<file path="src/rtl/fetch_controller.sv">
// fetch_controller: owns the byte PC, drives a combinational instruction memory
// and hands fetched words to decode through a 2-entry {pc, instr} buffer.
// Handles branch redirects, halt/drain and fetch faults (misaligned or out of range).
module fetch_controller #(
  parameter logic [63:0] PC_RESET   = 64'h0,
  parameter int          IMEM_WORDS = 1024
) (
  input  logic        clk,
  input  logic        reset,
  output logic [63:0] imem_addr,
  input  logic [31:0] imem_instr,
  input  logic        redirect_valid,
  input  logic [63:0] redirect_pc,
  input  logic        halt,
  output logic        out_valid,
  input  logic        out_ready,
  output logic [31:0] out_instr,
  output logic [63:0] out_pc,
  output logic        fetch_fault,
  output logic [63:0] pc
);

  typedef enum logic [1:0] {
    RUN   = 2'd0,
    HALT  = 2'd1,
    FAULT = 2'd2
  } state_t;

  localparam logic [61:0] WORDS = 62'(IMEM_WORDS);

  state_t      state;
  logic [1:0]  count;
  logic [63:0] tail_pc;
  logic [31:0] tail_instr;

  logic pop;
  logic room;
  logic issue;
  logic fetch;
  logic overrun;
  logic pc_in_range;
  logic target_ok;

  assign imem_addr   = {2'b00, pc[63:2]};
  assign out_valid   = (count != 2'd0);
  assign pop         = out_valid & out_ready;
  assign pc_in_range = (pc[63:2] < WORDS);
  assign target_ok   = (redirect_pc[1:0] == 2'b00) && (redirect_pc[63:2] < WORDS);
  // A slot is available if the buffer is not full or the head leaves this cycle.
  assign room        = (count != 2'd2) | pop;
  // HALT with halt released behaves like RUN so fetch resumes the same cycle.
  assign issue       = (state != FAULT) & ~halt & ~redirect_valid & room;
  assign fetch       = issue & pc_in_range;
  assign overrun     = issue & ~pc_in_range;

  // Control FSM: PC sequencing, redirect handling and the registered fault flag.
  always_ff @(posedge clk or posedge reset) begin
    if (reset) begin
      state       <= RUN;
      pc          <= PC_RESET;
      fetch_fault <= 1'b0;
    end else if (redirect_valid) begin
      pc <= redirect_pc;
      if (!target_ok) begin
        state       <= FAULT;
        fetch_fault <= 1'b1;
      end else begin
        state       <= halt ? HALT : RUN;
        fetch_fault <= 1'b0;
      end
    end else if (state != FAULT) begin
      if (halt) begin
        state <= HALT;
      end else if (overrun) begin
        state       <= FAULT;
        fetch_fault <= 1'b1;
      end else begin
        state <= RUN;
        if (fetch) pc <= pc + 64'd4;
      end
    end
  end

  // Two-entry buffer: the head registers drive out_* directly, tail holds the second word.
  always_ff @(posedge clk or posedge reset) begin
    if (reset) begin
      count      <= 2'd0;
      out_pc     <= 64'd0;
      out_instr  <= 32'd0;
      tail_pc    <= 64'd0;
      tail_instr <= 32'd0;
    end else if (redirect_valid) begin
      count <= 2'd0;
    end else begin
      case ({fetch, pop})
        2'b11: begin
          if (count == 2'd2) begin
            out_pc     <= tail_pc;
            out_instr  <= tail_instr;
            tail_pc    <= pc;
            tail_instr <= imem_instr;
          end else begin
            out_pc    <= pc;
            out_instr <= imem_instr;
          end
        end
        2'b10: begin
          if (count == 2'd0) begin
            out_pc    <= pc;
            out_instr <= imem_instr;
          end else begin
            tail_pc    <= pc;
            tail_instr <= imem_instr;
          end
          count <= count + 2'd1;
        end
        2'b01: begin
          out_pc    <= tail_pc;
          out_instr <= tail_instr;
          count     <= count - 2'd1;
        end
        default: ;
      endcase
    end
  end

endmodule

</file>
<file path="config.mk">
export PLATFORM = sky130hd
export DESIGN_NAME = fetch_controller
export DESIGN_NICKNAME = d
export VERILOG_FILES = /design/src/rtl/fetch_controller.sv
export SDC_FILE = /design/constraint.sdc
export NUM_CORES = 1
export LEC_CHECK = 0
export ABC_CLOCK_PERIOD_IN_PS = 7800
export BUFFER_PORTS_ARGS = -buffer_cell sky130_fd_sc_hd__buf_2
export CORE_AREA = 8 8 179 181
export DETAILED_ROUTE_END_ITERATION = 6
export DIE_AREA = 0 0 187 189
export PLACE_DENSITY = 0.85
export REMOVE_ABC_BUFFERS = 1
export SLEW_MARGIN = 10
export SYNTH_ARGS = -nofsm -noshare
export SYNTH_HDL_FRONTEND = slang
export SYNTH_SLANG_ARGS = --single-unit
</file>
<file path="constraint.sdc">
create_clock -name clk -period 7.8 [get_ports clk]
set_input_delay 0 -clock clk [delete_from_list [all_inputs] [get_ports clk]]
set_output_delay 0 -clock clk [all_outputs]
set_load 0.01 [all_outputs]
</file>
# [Word level (Yosys, flattened, before mapping)]
# Cells that the tools add are included.
[classes] reduce_logical=14 bitwise_logic=10 mux=30 add_sub_neg=3 magnitude_cmp=2 eq_ne=11
[ops] op="$mux 64" count=9
[ops] op="$pmux 64 s3" count=1
[ops] op="$mux 32" count=4
[ops] op="$pmux 64 s2" count=1
[ops] op="$lt 62x11->1 const B" count=2
[ops] op="$pmux 32 s3" count=1
[ops] op="$add 64x3->64 const B" count=1
[ops] op="$pmux 32 s2" count=1
[ops] op="$ne 2x2->1 const B" count=7
[ops] op="$mux 2" count=6
[ops] op="$reduce_bool 2->1" count=5
[ops] op="$reduce_and 4->1" count=2
[ops] op="$and 1x1->1" count=6
[ops] op="$eq 2x2->1 const B" count=3
[ops] op="$mux 1" count=6
[ops] op="$reduce_and 3->1" count=2
[ops] op="$reduce_bool 3->1" count=2
[ops] op="$logic_not 2->1" count=2
[ops] op="$pmux 2 s2" count=1
[ops] op="$not 1->1" count=3
[ops] op="$add 2x1->2 const B" count=1
[ops] op="$eq 2x1->1 const B" count=1
[ops] op="$sub 2x1->2 const B" count=1
[ops] op="$logic_and 1x1->1" count=1
[ops] op="$or 1x1->1" count=1
[totals] wordCells=78 out_inout_bits=226 regBits=261

# [Logic depth before layout (Yosys ltp)]
[depth] ltp_word=10 mapped_depth=15 ltp_nobuf=11

# [Worst setup path before layout]
# No wires, ideal clock.
[synth_path] path_kind="reg2reg" start="register pc[47]" end="register tail_instr[0]" slack_ns=4.168 t_arrival_ns=3.507 synth_period_minus_slack_ns=3.632 setup_ns=0.125 stages_incl_launch_ff=12 n_path_buf=3 cell_sequence="dfrtp_1 nor4_1 nand4_1 or4_4 nor2_4 buf_1 ha_1 o21ai_0 a211oi_1 buf_2 buf_2 mux2_2"
[synth_via] elab_chain_cells=5 word_cells_on_any_way=9 classes_between="1 x order compare; 4 x eq/ne; 1 x mux; 1 x bitwise; 2 x reduce/logical"
[synth_lines] element="from (decl)" line_no="20" source="output logic [63:0] pc"
[synth_lines] element="from (signal assigned)" line_no="63" source="pc <= redirect_pc;"
[synth_lines] element="from (signal assigned)" line_no="79" source="if (fetch) pc <= pc + 64'd4;"
[synth_lines] element="$lt 62x11->1 *" line_no="47" source="assign pc_in_range = (pc[63:2] < WORDS);"
[synth_lines] element="$and 1x1->1 *" line_no="53" source="assign fetch = issue & pc_in_range;"
[synth_lines] element="$eq 2x2->1" line_no="95" source="case ({fetch, pop})"
[synth_lines] element="$ne 2x2->1 (no source line) or $reduce_bool 2->1 (tied branches)"
[synth_lines] element="$reduce_and 4->1 (no source line)"
[synth_lines] element="to (signal assigned)" line_no="101" source="tail_instr <= imem_instr;"
[synth_lines] element="to (signal assigned)" line_no="113" source="tail_instr <= imem_instr;"
[synth_lines] element="to (decl)" line_no="34" source="logic [31:0] tail_instr;"
# Mark *: on every way between the ends. The rest lies on a longest branch, timed or not.
# A chain may end at the register's enable or synchronous reset.

# [Final worst setup path]
[layout_path] start="register pc[32]" end="register out_instr[15]"
[layout_via] elab_chain_cells=5 word_cells_on_any_way=9 classes_between="1 x order compare; 4 x eq/ne; 1 x mux; 1 x bitwise; 2 x reduce/logical"
[layout_lines] element="$lt 62x11->1 *" line_no="47"
[layout_lines] element="$and 1x1->1 *" line_no="53"
[layout_lines] element="$eq 2x2->1 or $eq 2x1->1 (tied branches)" line_no="95"
[layout_lines] element="$ne 2x2->1 (no source line) or $reduce_bool 3->1 (tied branches)"
[layout_lines] element="$reduce_and 3->1 (no source line)"
[layout_lines] element="to (signal assigned)" line_no="99" source="out_instr <= tail_instr;"
[layout_lines] element="to (signal assigned)" line_no="104" source="out_instr <= imem_instr;"
[layout_lines] element="to (signal assigned)" line_no="110" source="out_instr <= imem_instr;"
[layout_lines] element="to (decl)" line_no="17" source="output logic [31:0] out_instr,"
# Marks and branches as above.

==> results.md <==
* Result of the run: finished, final reports clean
* Worst stage delay on the critical path at 650 ps
* Die width at 187 microns
* Design area at 17,500 sq um
* Clk_lat worst skew at 530 ps
* Remaining antenna violation count at 0
* Most instantiated cells after synthesis: 261 x dfrtp_1, 149 x mux2_2, 114 x clkbuf_1
* Most used cell, CP: nand4_1
* Final Hold Viols at 0
* Reg2Reg Depth at 11
* Fillers at 2,273
* Detailed Routing Iterations Pass 1 at 6
* Detailed Route WL at 48,700 microns
* R2r setup slk at 2880 ps
* # resized after CTS at 0
* GRT Resource Usage Total at 26.0%
* Reg2reg start: pc[32]
* Num ports at 327
* VDD IR max at ~0.17 mV
* HP Class: primary input to register
* Clock Tree Buf Depth at 3
* Number of global-route vias before repair at 13,332
* Synth top area share at 46.3%
* Final worst path period share at a little over three fifths
* Main area contributors after synthesis: dfrtp_1 46%, mux2_2 12%, a221oi_1 6.1%
* Hold Path Depth at 2
* Slew Limit Fails at 0
* Area grow syn2layout at 23.7%
* Synth unique cells at 48
* Most frequent cell after synthesis: dfrtp_1
* Setup Skew at 10.0 ps
* Synth Area in Simple Gates at 15.0%
* EDFF count, synth at 0
* CTS hold repair buffers at 98
* Compound-Gate Fraction of Synth Area at 18.8%
* Area of the multi-input gates at ~6600 sq um
* Hold EP: count[1]
* Post-place instance area at 15,400 sq um
* Post-synth ARST share at 100%
* Setup crit start kind: register
* RSZ-0062 raised after global routing: false
* Die Y at 189 microns
* Detailed placement HPWL at between 20,000 and 30,000 microns
* Setup CP Type: register to register
* Slew HR at a little under a quarter
* Largest family of logic cells by synthesized area: compound AO/OA/AOI/OAI gates
* Flip-flop and latch count after synthesis at ~260
* Row Count at 63
* CTS H-tree lvls at 1
* Main synth FF type: dfrtp_1
* Largest net degree at the start of global routing at 134
* Data required, critical path at 8240 ps
* Gate Count Post-Synth at 1,335
* Setup bufs post-CTS at 0
* Cell breakdown of the critical path: nor4_1, nand4_1, or4_4, nor2_4, ha_1, nand3b_1, o21a_4, buf_4, a22o_1, nand4_1, o211ai_1
* Vias per cell at 6.62
* Area of the core at 29,200 sq um
* Initial Utilization at 48.3%
* Final Critical Period at 4920 ps
* Crit path DAT at 5360 ps
* Clock transition at the registers of the reported paths at around 60 ps
* Worst path slowest cell: buf_4
* Buffers & Inverters on Critical Path at 1
* Pleak at 0.00806 uW
* Final Wtd Congestion at slightly below 0.8
* Area leader, netlist: dfrtp_1
* Initial antenna violation count at 4
* Mapped Area at 14,100 sq um
* Via count at roughly 13,000
* CTS tree: built
* Endpoints failing setup at 0
* Pwr per Cell Area at 229 nW/um^2
* Total CTS buffers at 28
* Worst slew pin tran at between 1000 and 1500 ps
* Worst hold start: redirect_valid
* Final #Nets at between 1,500 and 2,000
* Die ar. at between 30,000 and 40,000 sq um
* Xor and xnor area share after synthesis at less than 1%
* DR iter-0 viols at 1,704
* Reg area at 6530 sq um
* Layout cell share with drive strength beyond 1 at roughly a third
* Mux contribution to synthesized area at 12.0%
* Avg Inst Size Synth at 10.6 sq um
* Crit-path max FO at 53
* Port Buf Inserts at 324
* First-pass GRT wire length at 76,300 microns
* CTS sink count at 261
* Seq/Total Area, Yosys at 46.3%
* CP Capture Type: register
* Hold_ws at 8.12 ps
* Adder-Cell Fraction of Synth Area at 0.355%
* R2R Path End: out_instr[15]
* Clock Tree Root: clkbuf_16
* Congestion Overflow GR at 0
* Fmax at 0.203 GHz
* Syn. warnings at 0
* CP top delay family: simple AND/OR/NAND/NOR gates
* DRC errors left at 0
* Max Cap Violations at 0
* Post-DR wirelength/cell at 24.1 microns
[how the worst max path moves through the flow]
| stage | startpoint | to | slack [ps] | cells after the start |
|---|---|---|---|---|
| after floorplan | count[0] | tail_instr[0] | -4610 | 6 |
| after global placement | pc[32] | tail_instr[22] | 2730 | 10 |
| after detailed placement | pc[32] | tail_instr[27] | 2880 | 10 |
| after CTS | pc[32] | out_instr[15] | 2840 | 11 |
| after global routing | pc[32] | out_instr[15] | 2590 | 11 |
| final | pc[32] | out_instr[15] | 2880 | 11 |
[registers in the layout, indices dropped and copies added (netlist names)]
name,count
out_pc,64
pc,64
tail_pc,64
out_instr,32
tail_instr,32
count,2
state,2
fetch_fault,1
[layer usage]
metal | track usage, % | share of wire [%] | vias up
met5 | 0 | 0.049 | -
met4 | 9.56 | 3.7 | 4
met3 | 6.11 | 10 | 145
met2 | 42.8 | 48 | 924
met1 | 33.1 | 38 | 6633
li1 | - | - | 5695
[cell type report]
cell class                 instances  area share, %
antenna                            5         0.0717
sequential                       261           37.4
clock buffer                      40           4.79
clock inverter                    12           1.10
timing repair buffer             442           15.8
inverter                           8          0.215
multi-input combinational        865           37.8
tap                              390           2.79
[cells in the final DEF (no fill, tap or decap), types with 29 or more instances in the layout]
cell	Yosys	layout
a221oi_1	99	99
a22o_1	96	96
and3_1	96	96
buf_2	14	323
clkbuf_16	0	29
dfrtp_1	261	261
dlygate4sd3_1	0	98
mux2_2	149	149
nand2_1	105	104
nand4_1	104	104
nor4_1	30	30
o211ai_1	97	97
[kinds of logic after synthesis]
family,Yosys count
fa+ha+maj,4
compound gates,323
mux,150
other cells,1
simple gates,384
flops,261
xor+xnor,2
buf+inv,210
[power breakdown]
group / switching, uW / leakage, uW / internal (uW)
clock: 562 / 0.000507 / 910
sequential: 123 / 0.00299 / 1440
combinational: 551 / 0.00456 / 410
[per-stage QoR]
step	instances	setup TNS [ps]	total power (uW)	setup slack, ps	utilization (%)
5_1_grt	2020	0	4160	2590	59.7
3_5_place_dp	1868	0	2480	2880	52.8
6_report	2023	0	4000	2880	59.7
4_1_cts	2018	0	3990	2840	59.7
3_3_place_gp	1868	0	2440	2730	52.8
2_1_floorplan	1134	-498640	2120	-4610	-
No activity file was read; power rests on OpenSTA's default activity.
